[config.mk]
export PLATFORM = sky130hd
export DESIGN_NAME = rr_onehot_arbiter
export DESIGN_NICKNAME = d
export VERILOG_FILES = /design/src/rtl/rr_arb_pkg.sv /design/src/rtl/first1_finder.sv /design/src/rtl/rr_onehot_arbiter.sv
export SDC_FILE = /design/constraint.sdc
export NUM_CORES = 1
export LEC_CHECK = 0
export CORE_ASPECT_RATIO = 1.25
export CORE_MARGIN = 8
export CORE_UTILIZATION = 43
export DETAILED_ROUTE_END_ITERATION = 7
export PLACE_DENSITY = 0.75
export RECOVER_POWER = 25
export REMOVE_ABC_BUFFERS = 1
export SYNTH_ARGS = -nofsm -noshare
export SYNTH_HDL_FRONTEND = slang
export SYNTH_SLANG_ARGS = --single-unit
[constraint.sdc]
create_clock -name clk_i -period 1.8 [get_ports clk_i]
set_clock_uncertainty 0.05 [all_clocks]
set_input_delay 0.36 -clock clk_i [delete_from_list [all_inputs] [get_ports clk_i]]
set_output_delay 0.36 -clock clk_i [all_outputs]
set_load 0.02 [all_outputs]
[src/rtl/rr_arb_pkg.sv]
// Shared types and helpers for the round-robin one-hot arbiter.
// Provides the arbiter state enum, default parameters and onehot2idx.
package rr_arb_pkg;

    typedef enum logic {
        IDLE,
        BUSY
    } arb_state_t;

    localparam int REQ_N_DEF    = 4;
    localparam int HOLD_MAX_DEF = 8;

    // Binary index of a one-hot vector of up to 32 bits.
    // A zero vector maps to index 0.
    function automatic logic [31:0] onehot2idx(
        input logic [31:0] oh
    );
        logic [31:0] idx;
        idx = '0;
        for (int k = 0; k < 32; k++) begin
            if (oh[k]) begin
                idx = idx | 32'(k);
            end
        end
        return idx;
    endfunction

endpackage

[src/rtl/first1_finder.sv]
// Rightmost-set-bit finder: isolates the lowest set bit as one-hot.
// Ports: vec_i (input vector), oh_o (one-hot result), found_o (|vec_i).
module first1_finder
    import rr_arb_pkg::*;
#(
    parameter int W = 4
) (
    input  logic [W-1:0] vec_i,
    output logic [W-1:0] oh_o,
    output logic         found_o
);

    // Two's complement trick: v & -v keeps only the lowest set bit.
    assign oh_o    = vec_i & (~vec_i + W'(1));
    assign found_o = |vec_i;

endmodule

[src/rtl/rr_onehot_arbiter.sv]
// Round-robin arbiter with grant hold, release bubble and hold timeout.
// Ports: clk_i, rst_i, req_i -> gnt_o, gnt_val_o, gnt_idx_o, tmo_o.
module rr_onehot_arbiter
    import rr_arb_pkg::*;
#(
    parameter int REQ_N    = REQ_N_DEF,
    parameter int HOLD_MAX = HOLD_MAX_DEF,
    parameter int IDX_W    = $clog2(REQ_N)
) (
    input  logic             clk_i,
    input  logic             rst_i,
    input  logic [REQ_N-1:0] req_i,
    output logic [REQ_N-1:0] gnt_o,
    output logic             gnt_val_o,
    output logic [IDX_W-1:0] gnt_idx_o,
    output logic             tmo_o
);

    localparam int CNT_W =
        (HOLD_MAX > 0) ? $clog2(HOLD_MAX + 1) : 1;
    localparam logic [CNT_W-1:0] CNT_SAT  = '1;
    localparam logic [CNT_W-1:0] CNT_TOP  = CNT_W'(HOLD_MAX);
    localparam logic [IDX_W-1:0] IDX_LAST = IDX_W'(REQ_N - 1);
    localparam bit               TMO_EN   = (HOLD_MAX > 0);

    arb_state_t       state_q;
    logic [IDX_W-1:0] ptr_q;
    logic [CNT_W-1:0] cnt_q;
    logic [REQ_N-1:0] gnt_q;
    logic [IDX_W-1:0] idx_q;
    logic             tmo_q;

    logic [REQ_N-1:0] mask;
    logic [REQ_N-1:0] req_masked;
    logic [REQ_N-1:0] oh_m;
    logic [REQ_N-1:0] oh_u;
    logic             found_m;
    logic             found_u;
    logic [REQ_N-1:0] win_oh;
    logic [IDX_W-1:0] win_idx;
    logic             owner_req;
    logic             hit_top;
    logic [IDX_W-1:0] ptr_next;

    // Keep only requesters at or above the pointer.
    always_comb begin
        mask = '0;
        for (int k = 0; k < REQ_N; k++) begin
            mask[k] = (k >= int'(ptr_q));
        end
    end

    assign req_masked = req_i & mask;

    first1_finder #(
        .W(REQ_N)
    ) u_find_masked (
        .vec_i  (req_masked),
        .oh_o   (oh_m),
        .found_o(found_m)
    );

    first1_finder #(
        .W(REQ_N)
    ) u_find_all (
        .vec_i  (req_i),
        .oh_o   (oh_u),
        .found_o(found_u)
    );

    // Masked hit wins; otherwise wrap to lowest overall.
    always_comb begin
        win_oh = '0;
        if (found_m) begin
            win_oh = oh_m;
        end else if (found_u) begin
            win_oh = oh_u;
        end
    end

    assign win_idx   = IDX_W'(onehot2idx(32'(win_oh)));
    assign owner_req = req_i[idx_q];
    assign hit_top   = TMO_EN && (cnt_q == CNT_TOP);
    assign ptr_next  = (idx_q == IDX_LAST) ?
                       '0 : idx_q + IDX_W'(1);

    always_ff @(posedge clk_i or posedge rst_i) begin
        if (rst_i) begin
            state_q <= IDLE;
            ptr_q   <= '0;
            cnt_q   <= '0;
            gnt_q   <= '0;
            idx_q   <= '0;
            tmo_q   <= 1'b0;
        end else begin
            unique case (state_q)
                IDLE: begin
                    tmo_q <= 1'b0;
                    if (|req_i) begin
                        state_q <= BUSY;
                        gnt_q   <= win_oh;
                        idx_q   <= win_idx;
                        cnt_q   <= CNT_W'(1);
                    end
                end
                BUSY: begin
                    // Release has priority over timeout.
                    if (!owner_req) begin
                        state_q <= IDLE;
                        gnt_q   <= '0;
                        ptr_q   <= ptr_next;
                        cnt_q   <= '0;
                    end else if (hit_top) begin
                        state_q <= IDLE;
                        gnt_q   <= '0;
                        ptr_q   <= ptr_next;
                        cnt_q   <= '0;
                        tmo_q   <= 1'b1;
                    end else if (cnt_q != CNT_SAT) begin
                        cnt_q <= cnt_q + CNT_W'(1);
                    end
                end
            endcase
        end
    end

    assign gnt_o     = gnt_q;
    assign gnt_val_o = |gnt_q;
    assign gnt_idx_o = idx_q;
    assign tmo_o     = tmo_q;

endmodule
==> metrics.txt, run 1 <==
# TYPE chip_impl_metric gauge
chip_impl_info{name="outcome",value="completed"} 1
chip_impl_metric{name="cell_count_post_placement",unit=""} 126
chip_impl_metric{name="gp_routability_congestion",unit=""} 0.7837
chip_impl_metric{name="post-dp-hpwl",unit="µm"} 1565
chip_impl_metric{name="fp.dieArea",unit="µm²"} 3439
chip_impl_metric{name="grt_first_pass_wirelength",unit="µm"} 3381
chip_impl_metric{name="final_core_util",unit="%"} 63.56
chip_impl_info{name="min_path_type",value="reg2reg"} 1
chip_impl_info{name="grt_setup_unrepaired",value="false"} 1
chip_impl_metric{name="worstRegToRegCells",unit=""} 4
chip_impl_metric{name="areaGrowthSynthToFinish",unit="%"} 42.21
chip_impl_metric{name="ys_types",unit=""} 29
chip_impl_info{name="timing.critical_path.slowest_stage_cell",value="sky130_fd_sc_hd__mux4_2"} 1
chip_impl_metric{name="timing.final.max_slew_violations",unit=""} 0
chip_impl_metric{name="min_period_over_period",unit="%"} 98.09
chip_impl_metric{name="worst-slew-pin-transition",unit="ps"} 539.7
chip_impl_metric{name="detail_route.drc_violations",unit=""} 0
chip_impl_metric{name="fp.coreArea",unit="µm²"} 1744
chip_impl_info{name="worst_hold_path.endpoint",value="tmo_o$_DFFE_PP0P_"} 1
chip_impl_metric{name="period_needed",unit="ps"} 1766
chip_impl_metric{name="cp_num_buf_inv",unit=""} 1
chip_impl_metric{name="worst_hold_path.num_cells",unit=""} 2
chip_impl_metric{name="met3_routed_length",unit="µm"} 71
chip_impl_metric{name="powerDensity",unit="nW/µm²"} 1618
chip_impl_metric{name="hold_ws",unit="ps"} 471.5
chip_impl_metric{name="syn-instance-count",unit=""} 77
chip_impl_metric{name="wl_met1",unit="µm"} 800
chip_impl_info{name="crit_path_cell_trace",value="clkdlybuf4s50_1, mux4_2, a21o_1, and2_4, a32o_1"} 1
chip_impl_info{name="reg2reg_to",value="gnt_o[0]$_DFFE_PP0P_"} 1
chip_impl_metric{name="post_route_antenna_net_violation_count",unit=""} 0
chip_impl_metric{name="ys_seq_area_share",unit="%"} 44.94
chip_impl_metric{name="cp_data_required_time",unit="ps"} 1920
chip_impl_metric{name="clk_latency",unit="ps"} 290
chip_impl_metric{name="combined_global_route_utilization_of_all_metal_layers",unit="%"} 12.76
chip_impl_metric{name="first_iter_violations",unit=""} 13
chip_impl_info{name="dr.max_layer_used",value="met4"} 1
chip_impl_metric{name="grt_overflow",unit=""} 0
chip_impl_metric{name="maximum_number_of_pins_on_one_net_before_global_route_repair",unit=""} 15
chip_impl_metric{name="clock_sink_total",unit=""} 14
chip_impl_metric{name="p_leak",unit="nW"} 0.6072
chip_impl_metric{name="clock_tree.buffer_depth",unit=""} 2
chip_impl_metric{name="routed_len_inst",unit="µm"} 15.28
chip_impl_info{name="worst_setup_path_start_kind",value="input pin"} 1
chip_impl_metric{name="worst-path-max-fanout",unit=""} 4
chip_impl_metric{name="routed_wirelength",unit="µm"} 1987
chip_impl_metric{name="fin_cells",unit=""} 130
chip_impl_info{name="crit-reg2reg-launch",value="gnt_idx_o[0]$_DFFE_PP0P_"} 1
chip_impl_metric{name="final_tns_setup",unit="ps"} 0
chip_impl_metric{name="row_count",unit=""} 17
chip_impl_info{name="clock_tree.root_cell",value="sky130_fd_sc_hd__clkbuf_4"} 1
chip_impl_metric{name="vias_per_cell",unit=""} 5.531
chip_impl_metric{name="yosysWarnings",unit=""} 0
chip_impl_metric{name="fin_hold_viols",unit=""} 0
chip_impl_metric{name="antenna_found_initial",unit=""} 0
chip_impl_metric{name="final_layout_size_suffix_gt1_share",unit="%"} 25.23
chip_impl_metric{name="cts_made_buffers",unit=""} 3
chip_impl_metric{name="die-height",unit="µm"} 63.60
chip_impl_info{name="tritoncts",value="built"} 1
chip_impl_metric{name="vias_in_the_first_global_route",unit=""} 789
chip_impl_metric{name="maxCapViolations",unit=""} 0
chip_impl_metric{name="max_slew_margin",unit="%"} 63.98
chip_impl_info{name="critPathKind",value="in2reg"} 1
chip_impl_metric{name="h_tree_lvl_count",unit=""} 1
chip_impl_metric{name="achievable_freq",unit="GHz"} 0.5664
chip_impl_metric{name="synth_seq_cells",unit=""} 14
chip_impl_metric{name="cts-hold-fix-buffers",unit=""} 0
chip_impl_info{name="worst_path_dominant_cell_family",value="multiplexers"} 1
chip_impl_metric{name="largest_stage_delay_on_the_critical_path",unit="ps"} 500
chip_impl_metric{name="syn_area_per_cell",unit="µm²"} 10.12
chip_impl_metric{name="post_cts.repair.setup_buffers",unit=""} 0
chip_impl_info{name="worst_hold_startpoint",value="tmo_o$_DFFE_PP0P_"} 1
chip_impl_metric{name="io_buffers",unit=""} 13
chip_impl_metric{name="cts.reportedPaths.clkPinSlew",unit="ps"} 80
chip_impl_metric{name="drt-pass1-iter-count",unit=""} 4
chip_impl_metric{name="route.vias.total",unit=""} 719
chip_impl_metric{name="ir_drop",unit="mV"} 1.123
chip_impl_metric{name="met2RoutedLength",unit="µm"} 1086
chip_impl_metric{name="die_w",unit="µm"} 54.08
chip_impl_metric{name="nets",unit=""} 121
chip_impl_metric{name="initial_core_util",unit="%"} 44.69
chip_impl_info{name="critical_path.endpoint_type",value="flop"} 1
chip_impl_metric{name="timing.final.setup_violations",unit=""} 0
chip_impl_metric{name="antennaDiodeCount",unit=""} 0
chip_impl_metric{name="crit_arrival",unit="ps"} 1890
chip_impl_metric{name="synth.cell_area",unit="µm²"} 779.5
chip_impl_metric{name="floorplan.io_pins",unit=""} 14
chip_impl_metric{name="r2r_setup_slack",unit="ps"} 90
==> synthesized netlist by cell type <==
master | n | share of area (%)
sky130_fd_sc_hd__dfrtp_1 | 14 | 45
sky130_fd_sc_hd__a21oi_1 | 6 | 3.9
sky130_fd_sc_hd__inv_1 | 6 | 2.9
sky130_fd_sc_hd__nand3_1 | 5 | 3.2
sky130_fd_sc_hd__nor2_1 | 5 | 2.4
sky130_fd_sc_hd__a21o_1 | 4 | 3.9
sky130_fd_sc_hd__nand2_1 | 4 | 1.9
sky130_fd_sc_hd__ha_1 | 3 | 4.8
sky130_fd_sc_hd__nand2b_1 | 3 | 2.4
sky130_fd_sc_hd__o21bai_1 | 3 | 2.9
sky130_fd_sc_hd__a21bo_1 | 2 | 2.6
sky130_fd_sc_hd__a31o_2 | 2 | 2.2
sky130_fd_sc_hd__nand3b_1 | 2 | 1.9
sky130_fd_sc_hd__nand4_1 | 2 | 1.6
sky130_fd_sc_hd__o21ai_0 | 2 | 1.3
sky130_fd_sc_hd__a211o_1 | 1 | 1.1
sky130_fd_sc_hd__a21boi_0 | 1 | 0.96
sky130_fd_sc_hd__a32o_1 | 1 | 1.3
sky130_fd_sc_hd__and2_4 | 1 | 1.1
sky130_fd_sc_hd__and3b_1 | 1 | 1.1
sky130_fd_sc_hd__mux2_2 | 1 | 1.4
sky130_fd_sc_hd__mux2i_1 | 1 | 1.3
sky130_fd_sc_hd__mux4_2 | 1 | 2.9
sky130_fd_sc_hd__nor2b_1 | 1 | 0.80
sky130_fd_sc_hd__o211ai_1 | 1 | 0.96
sky130_fd_sc_hd__o2bb2ai_1 | 1 | 1.1
sky130_fd_sc_hd__o31ai_1 | 1 | 0.96
sky130_fd_sc_hd__or4_1 | 1 | 0.96
sky130_fd_sc_hd__xor2_1 | 1 | 1.1
==> cell usage in the layout (no fill, tap or decap), drive strengths merged, types with 2 or more instances in the layout <==
cell type	n
clkdlybuf4s50	7
a21oi	6
inv	6
nand3	5
a21o	4
o21bai	3
o21ai	2
dfrtp	14
nand4	2
a31o	2
dlymetal6s2s	3
nand2	4
clkbuf	4
nor2	5
ha	3
nand2b	3
buf	18
a21bo	2
nand3b	2
==> cells by family (layout without fill, tap and decap cells) <==
| logic type | Yosys count | in the layout | share of synthesized area [%] |
|---|---|---|---|
| AO/OA/AOI/OAI | 25 | 25 | 23.12 |
| AND/OR/NAND/NOR | 25 | 25 | 17.50 |
| flip-flops | 14 | 14 | 44.94 |
| buffers and inverters | 6 | 40 | 2.889 |
| adder cells (fa/ha/maj) | 3 | 3 | 4.816 |
| multiplexers | 3 | 3 | 5.618 |
| XOR/XNOR | 1 | 1 | 1.124 |
==> per-stage QoR <==
| stage | instance area [µm²] | setup WS [ps] | total power [W] |
|---|---|---|---|
| 2_1_floorplan | 779.5 | -50.67 | 0.001083 |
| 3_3_place_gp | 1061 | -225.1 | 0.001513 |
| 3_5_place_dp | 1061 | -280.2 | 0.001552 |
| 4_1_cts | 1091 | 3.779 | 0.001760 |
| 5_1_grt | 1109 | 0.1477 | 0.001914 |
| 6_report | 1109 | 34.38 | 0.001793 |
==> state kept, by name, indices dropped and copies added (netlist names) <==
name       count
cnt_q          4
gnt_idx_o      2
gnt_o          4
ptr_q          2
state_q        1
tmo_o          1
==> power breakdown <==
part           leakage [nW]  switching, W  internal, W
Sequential            0.181      0.000140     0.000431
Combinational         0.406      0.000452     0.000538
Clock                0.0210      0.000109     0.000123
Total                 0.607      0.000701      0.00109
==> final cells by class <==
type / count / area (µm²)
repair buffers: 30 / 265.3
well taps: 19 / 23.77
flip-flops and latches: 14 / 350.3
multi-input cells: 57 / 410.4
inverters: 6 / 22.52
clock buffers: 4 / 36.28
fillers: 144 / 635.6
==> layer usage <==
layer / vias to the layer above / global-route usage [%]
met5: - / 0
met4: 0 / 5.556
met3: 4 / 3.756
met2: 19 / 22.38
met1: 346 / 13.10
li1: 350 / -
==> worst reg2reg max path, cell delays in order (launching register included) <==
cell and delay (ps):
sky130_fd_sc_hd__dfrtp_1 400, sky130_fd_sc_hd__mux4_2 540, sky130_fd_sc_hd__a21o_1 230, sky130_fd_sc_hd__and2_4 180, sky130_fd_sc_hd__a32o_1 190
==> what timing repair did <==
| action | in CTS | in global routing |
|---|---|---|
| gates resized for setup | 5 | 7 |
| hold endpoints to repair | 0 | 0 |
| setup endpoints to repair | 2 | 5 |
==> worst max-delay path by stage <==
stage | start | to | cells after the start
after global placement | req_i[3] | gnt_o[0]$_DFFE_PP0P_ | 5
after global routing | req_i[3] | gnt_o[3]$_DFFE_PP0P_ | 5
final | req_i[3] | gnt_o[0]$_DFFE_PP0P_ | 5
after floorplan | gnt_idx_o[0]$_DFFE_PP0P_ | gnt_o[0]$_DFFE_PP0P_ | 4
after CTS | req_i[1] | cnt_q[1]$_DFFE_PP0P_ | 6
after detailed placement | req_i[1] | cnt_q[1]$_DFFE_PP0P_ | 6
(Power assumes the default switching activity.)
==> inputs of run 2 (changes only) <==
--- a/config.mk
+++ b/config.mk
@@ -5,6 +5,7 @@
 export SDC_FILE = /design/constraint.sdc
 export NUM_CORES = 1
 export LEC_CHECK = 0
+export ABC_AREA = 0
 export CORE_ASPECT_RATIO = 1.25
 export CORE_MARGIN = 8
 export CORE_UTILIZATION = 43
==> results of run 2 <==
The final DEF is identical to that of run 1; final timing and power are the same.
